<file path="config.mk">
export PLATFORM = sky130hd
export DESIGN_NAME = hazard_unit_mc
export DESIGN_NICKNAME = d
export VERILOG_FILES = /design/src/rtl/hazard_pkg.sv /design/src/rtl/hazard_unit_mc_muldiv_busy_counter.sv /design/src/rtl/hazard_unit_mc.sv
export SDC_FILE = /design/constraint.sdc
export NUM_CORES = 1
export LEC_CHECK = 0
export BUFFER_PORTS_ARGS = -buffer_cell sky130_fd_sc_hd__buf_2
export CAP_MARGIN = 20
export CORE_MARGIN = 2
export CORE_UTILIZATION = 40
export CTS_CLUSTER_DIAMETER = 40
export DETAILED_ROUTE_END_ITERATION = 10
export GPL_ROUTABILITY_DRIVEN = 0
export PLACE_DENSITY = 0.73
export SKIP_CTS_REPAIR_TIMING = 1
export SLEW_MARGIN = 20
export SYNTH_ARGS = -nofsm -noshare
export SYNTH_HDL_FRONTEND = slang
export SYNTH_SLANG_ARGS = --single-unit
</file>
<file path="constraint.sdc">
create_clock -name clk -period 3.8 [get_ports clk]
set_clock_uncertainty 0.05 [all_clocks]
set_input_delay 0.76 -clock clk [delete_from_list [all_inputs] [get_ports clk]]
set_output_delay 0.76 -clock clk [all_outputs]
set_load 0.02 [all_outputs]
</file>
<file path="src/rtl/hazard_pkg.sv">
// Shared types and constants for the multi-cycle hazard controller.
package hazard_pkg;

  typedef enum logic [1:0] {
    StIdle,
    StDrain,
    StWaitAck,
    StRelease
  } sys_state_e;

  localparam int unsigned REG_ZERO = 0;
  localparam int unsigned REG_V0   = 2;
  localparam int unsigned REG_A0   = 4;

  localparam logic [1:0] FWD_NONE = 2'b00;
  localparam logic [1:0] FWD_W    = 2'b01;
  localparam logic [1:0] FWD_M    = 2'b10;

endpackage

</file>
<file path="src/rtl/hazard_unit_mc_muldiv_busy_counter.sv">
// Busy tracker for the multi-cycle mult/div unit: busy for MD_LATENCY-1 cycles after start.
module muldiv_busy_counter #(
  parameter int unsigned MD_LATENCY = 32
) (
  input  logic clk,
  input  logic rst_n,
  input  logic start,
  output logic busy
);

  localparam int unsigned CntW = (MD_LATENCY > 2) ? $clog2(MD_LATENCY) : 1;

  logic [CntW-1:0] count_q, count_d;

  // A start while busy is illegal but still reloads so the unit's view stays consistent.
  always_comb begin
    count_d = count_q;
    if (start) begin
      count_d = CntW'(MD_LATENCY - 1);
    end else if (count_q != '0) begin
      count_d = count_q - CntW'(1);
    end
  end

  always_ff @(posedge clk or negedge rst_n) begin
    if (!rst_n) begin
      count_q <= '0;
    end else begin
      count_q <= count_d;
    end
  end

  assign busy = (count_q != '0);

  start_while_busy: assert property (@(posedge clk) disable iff (!rst_n) !(start && busy));

endmodule

</file>
<file path="src/rtl/hazard_unit_mc.sv">
// Pipeline hazard controller: stalls, flushes, EX/branch forwarding, mult/div and syscall drain.
module hazard_unit_mc
  import hazard_pkg::*;
#(
  parameter int unsigned REG_W      = 5,
  parameter int unsigned MD_LATENCY = 32,
  parameter bit          DRAIN_ALL  = 1'b0
) (
  input  logic             clk,
  input  logic             rst_n,
  input  logic [REG_W-1:0] RsD,
  input  logic [REG_W-1:0] RtD,
  input  logic             BranchD,
  input  logic             MulDivStartD,
  input  logic             HiLoReadD,
  input  logic             SyscallD,
  input  logic [REG_W-1:0] RsE,
  input  logic [REG_W-1:0] RtE,
  input  logic [REG_W-1:0] WriteRegE,
  input  logic             MemtoRegE,
  input  logic             RegWriteE,
  input  logic             MulDivStartE,
  input  logic [REG_W-1:0] WriteRegM,
  input  logic             MemtoRegM,
  input  logic             RegWriteM,
  input  logic [REG_W-1:0] WriteRegW,
  input  logic             RegWriteW,
  input  logic             SyscallAck,
  output logic             StallF,
  output logic             StallD,
  output logic             FlushE,
  output logic [1:0]       ForwardAE,
  output logic [1:0]       ForwardBE,
  output logic             ForwardAD,
  output logic             ForwardBD,
  output logic             SyscallReq,
  output logic             MulDivBusy
);

  localparam logic [REG_W-1:0] RegZero = REG_W'(REG_ZERO);
  localparam logic [REG_W-1:0] RegV0   = REG_W'(REG_V0);
  localparam logic [REG_W-1:0] RegA0   = REG_W'(REG_A0);

  sys_state_e state_q;
  logic       sys_req_q;
  logic       pending_wr;
  logic       lw_stall, branch_stall, md_stall, sys_stall, stall;

  muldiv_busy_counter #(
    .MD_LATENCY(MD_LATENCY)
  ) u_md_cnt (
    .clk  (clk),
    .rst_n(rst_n),
    .start(MulDivStartE),
    .busy (MulDivBusy)
  );

  function automatic logic [1:0] fwd_sel(input logic [REG_W-1:0] src);
    if (src != RegZero && src == WriteRegM && RegWriteM) return FWD_M;
    if (src != RegZero && src == WriteRegW && RegWriteW) return FWD_W;
    return FWD_NONE;
  endfunction

  function automatic logic is_sys_reg(input logic [REG_W-1:0] r);
    return DRAIN_ALL || r == RegV0 || r == RegA0;
  endfunction

  always_comb begin
    pending_wr = (RegWriteE && is_sys_reg(WriteRegE)) ||
                 (RegWriteM && is_sys_reg(WriteRegM)) ||
                 (RegWriteW && is_sys_reg(WriteRegW));
  end

  // Register 0 is deliberately not excluded from the stall compares.
  always_comb begin
    lw_stall     = MemtoRegE && (RsD == RtE || RtD == RtE);
    branch_stall = BranchD &&
                   ((RegWriteE && (WriteRegE == RsD || WriteRegE == RtD)) ||
                    (MemtoRegM && (WriteRegM == RsD || WriteRegM == RtD)));
    md_stall     = MulDivBusy && (MulDivStartD || HiLoReadD);
    sys_stall    = (state_q == StDrain) || (state_q == StWaitAck);
    stall        = lw_stall | branch_stall | md_stall | sys_stall;
  end

  assign StallF     = stall;
  assign StallD     = stall;
  assign FlushE     = stall;
  assign ForwardAE  = fwd_sel(RsE);
  assign ForwardBE  = fwd_sel(RtE);
  assign ForwardAD  = RsD != RegZero && RsD == WriteRegM && RegWriteM && !MemtoRegM;
  assign ForwardBD  = RtD != RegZero && RtD == WriteRegM && RegWriteM && !MemtoRegM;
  assign SyscallReq = sys_req_q;

  always_ff @(posedge clk or negedge rst_n) begin
    if (!rst_n) begin
      state_q   <= StIdle;
      sys_req_q <= 1'b0;
    end else begin
      unique case (state_q)
        StIdle: begin
          if (SyscallD) state_q <= StDrain;
        end
        StDrain: begin
          if (!pending_wr) begin
            state_q   <= StWaitAck;
            sys_req_q <= 1'b1;
          end
        end
        StWaitAck: begin
          if (SyscallAck) begin
            state_q   <= StRelease;
            sys_req_q <= 1'b0;
          end
        end
        // One stall-free cycle lets the syscall move to E; SyscallD here is ignored.
        StRelease: state_q <= StIdle;
        default: begin
          state_q   <= StIdle;
          sys_req_q <= 1'b0;
        end
      endcase
    end
  end

endmodule

</file>
==> results.sh <==
export IMPL_status="completed"
export IMPL_grtUsageTotal_pct=16.9
export IMPL_multi_input_area_mm2=0.00105
export IMPL_tightest_slew_ps=464
export IMPL_drt_pass1_iter_count=4
export IMPL_num_vias=1306
export IMPL_finalSetupViolCount=0
export IMPL_rows=21
export IMPL_clk_latency_ps=260
export IMPL_synth_largest_area_cell="xor2_1"
export IMPL_overflow=0
export IMPL_grt_max_degree=9
export IMPL_dpl_hpwl_um=2840
export IMPL_grt_pass1_wl_um=5430
export IMPL_design_die_area_mm2=0.00390
export IMPL_p_int_mw=0.263
export IMPL_path_clk_slew_ps=50
export IMPL_hold_violations=0
export IMPL_worstSetupStartpoint="RsE[0]"
export IMPL_setup_tns_ps=0
export IMPL_slew_headroom_pct=68.8
export IMPL_ys_warn_count=0
export IMPL_cts_sinks=8
export IMPL_initial_utilization_pct=41.3
export IMPL_endpoint_kind="output pin"
export IMPL_antenna_left=0
export IMPL_synth_avg_cell_area_um2=8.66
export IMPL_die_x_um=62.5
export IMPL_first_global_vias=1190
export IMPL_dp_slack_ps=928
export IMPL_path_buf_inv=2
export IMPL_rsz0062_at_grt="false"
export IMPL_min_path_type="input port to async pin"
export IMPL_portBuffers=58
export IMPL_whs_ps=284
export IMPL_core_mm2=0.00331
export IMPL_layout_drive_gt1_share_pct=33.3
export IMPL_synth_edf_count=0
export IMPL_crit_slowest_cell="or4_1"
export IMPL_fmax_mhz=349
export IMPL_critPathMaxStageDelay_ps=510
export IMPL_cts_htree_levels=1
export IMPL_netlist_top_cells_area="xor2_1 (19%), xnor2_1 (15%), dfrtp_1 (15%)"
export IMPL_routed_wl_um=3310
export IMPL_power_switching_mw=0.193
export IMPL_crit_type="input port to output pin"
export IMPL_nNetsFinal=262
export IMPL_drc=0
export IMPL_arrival_ps=2060
export IMPL_regArea_um2=200
export IMPL_period_needed_ps=2870
export IMPL_synth_distinct_cells=41
export IMPL_clkPwrFrac_pct=14.5
export IMPL_power_mw=0.456
export IMPL_p_comb_share_pct=59.8
export IMPL_p_leak_nw=0.715
export IMPL_nFillCells=345
export IMPL_yosysSeqAreaShare_pct=14.6
export IMPL_power_frac_seq_pct=25.7
export IMPL_tritoncts="done"
export IMPL_wl_per_cell_um=13.1
export IMPL_cts_buffers=3
export IMPL_drtIter0Drc=41
export IMPL_cts_root_buffer="clkbuf_4"
export IMPL_drv_slew=0
export IMPL_finalCritPeriodShare_pct=75.4
export IMPL_required_ps=2990
export IMPL_io_pins=59
export IMPL_synth_seq_cells=8
export IMPL_antenna_found_initial=0
export IMPL_cap_violations=0
export IMPL_yosysTopAreaCellShare_pct=19.2
export IMPL_synthArstFlopShare_pct=100
export IMPL_swShare_pct=42.3
export IMPL_crit_family="simple AND/OR/NAND/NOR gates"
export IMPL_r2r_start="u_md_cnt.count_q[0]"
export IMPL_syn_inst=158
export IMPL_setup_worst_path_start_class="input port"
export IMPL_crit_chain="buf_2 -> or4_1 -> nor2_1 -> nor4_1 -> nor4_1 -> buf_2"
export IMPL_worst_path_max_fanout=3
export IMPL_die_h_um=62.5
export IMPL_synthesis_nets=211
export IMPL_power_density_mw_per_mm2=276
export IMPL_syn2layout_area_growth_pct=21.0
export IMPL_max_vdd_ir_drop_mv=0.114
export IMPL_ys_flop_type="dfrtp_1"
export IMPL_n_antenna_cell=0
export IMPL_detail_route_vias_per_cell=5.16
export IMPL_fin_ws_ps=933
export IMPL_syn_cell_area_mm2=0.00137
export IMPL_clock_path_buffers=2
export IMPL_ff2ff_path_depth=5
export IMPL_path_depth=6
==> Yosys cell counts, drive strengths merged, types with 2 or more instances <==
library cell / number
nand2b: 4
nor2: 4
o31ai: 3
a211o: 2
inv: 7
nor2b: 2
nor4: 12
clkbuf: 2
nand2: 4
and2: 2
a21oi: 2
nand4: 6
or4: 4
buf: 10
ha: 5
or3: 3
xor2: 30
xnor2: 24
o211ai: 3
dfrtp: 8
nor3: 7
==> power groups by stage <==
stage | clock (mW) | sequential, mW | combinational, mW
CTS | 0.0684 | 0.117 | 0.275
detailed placement | 0 | 0.118 | 0.274
global placement | 0 | 0.118 | 0.271
finish | 0.0662 | 0.117 | 0.273
floorplan | 0 | 0.121 | 0.195
global route | 0.0749 | 0.120 | 0.302
==> placed cells by master, fill, tap and decap left out, types with 2 or more instances in the layout <==
| master | count |
|---|---|
| o211ai_1 | 3 |
| buf_2 | 58 |
| nand2b_1 | 4 |
| nor4_2 | 5 |
| or4_1 | 3 |
| ha_1 | 5 |
| xnor2_1 | 24 |
| nand4_1 | 6 |
| a21oi_1 | 2 |
| nor2_1 | 3 |
| inv_1 | 7 |
| or3_1 | 3 |
| nor4_1 | 7 |
| a211o_1 | 2 |
| xor2_1 | 30 |
| nor2b_1 | 2 |
| nand2_1 | 4 |
| dfrtp_1 | 8 |
| o31ai_1 | 3 |
| clkbuf_4 | 3 |
| nor3_1 | 7 |
==> cells by family (layout without fill, tap and decap cells) <==
family,after synthesis,count (layout),share of synthesized area [%]
multiplexers,1,1,0.732
XOR/XNOR,54,54,34.6
flip-flops,8,8,14.6
adder cells (fa/ha/maj),5,5,4.57
buffers and inverters,20,69,8.33
AO/OA/AOI/OAI,21,21,12.1
AND/OR/NAND/NOR,49,49,25.1
==> metal layers <==
layer	global-route usage (%)	wire length [µm]	vias to the layer above
met5	0	0	-
met1	22.5	1500	604
met4	5.00	14	0
met3	1.44	149	2
met2	29.0	1650	38
li1	-	-	662
==> cell type report <==
class                           count  area share [%]
Tap cell                           46            3.48
Clock buffer                        3            1.36
Multi-Input combinational cell    130            63.7
Inverter                            8            1.82
Timing Repair Buffer               58            17.5
Sequential cell                     8            12.1
==> registers in the layout, indices dropped and copies added, names as in the netlist <==
| register | cells |
|---|---|
| u_md_cnt.count_q | 5 |
| SyscallReq | 1 |
| state_q | 2 |
==> metrics by stage <==
step | std cells | cell area, µm² | utilization [%]
floorplan | 158 | 1370 | -
global placement | 250 | 1630 | 49.3
detailed placement | 250 | 1630 | 49.3
CTS | 253 | 1650 | 50.0
global route | 253 | 1650 | 50.0
finish | 253 | 1650 | 50.0
==> worst paths after layout <==
path / slack, ps / to
setup / recovery: 930 / ForwardAE[0]
hold / removal: 280 / u_md_cnt.count_q[2]
setup reg to reg: 2200 / u_md_cnt.count_q[1]
hold reg to reg: 470 / u_md_cnt.count_q[1]
max in group asynchronous: 3250 / state_q[1]
min in group clk: 470 / u_md_cnt.count_q[1]
Power figures use the tool's default switching activity.
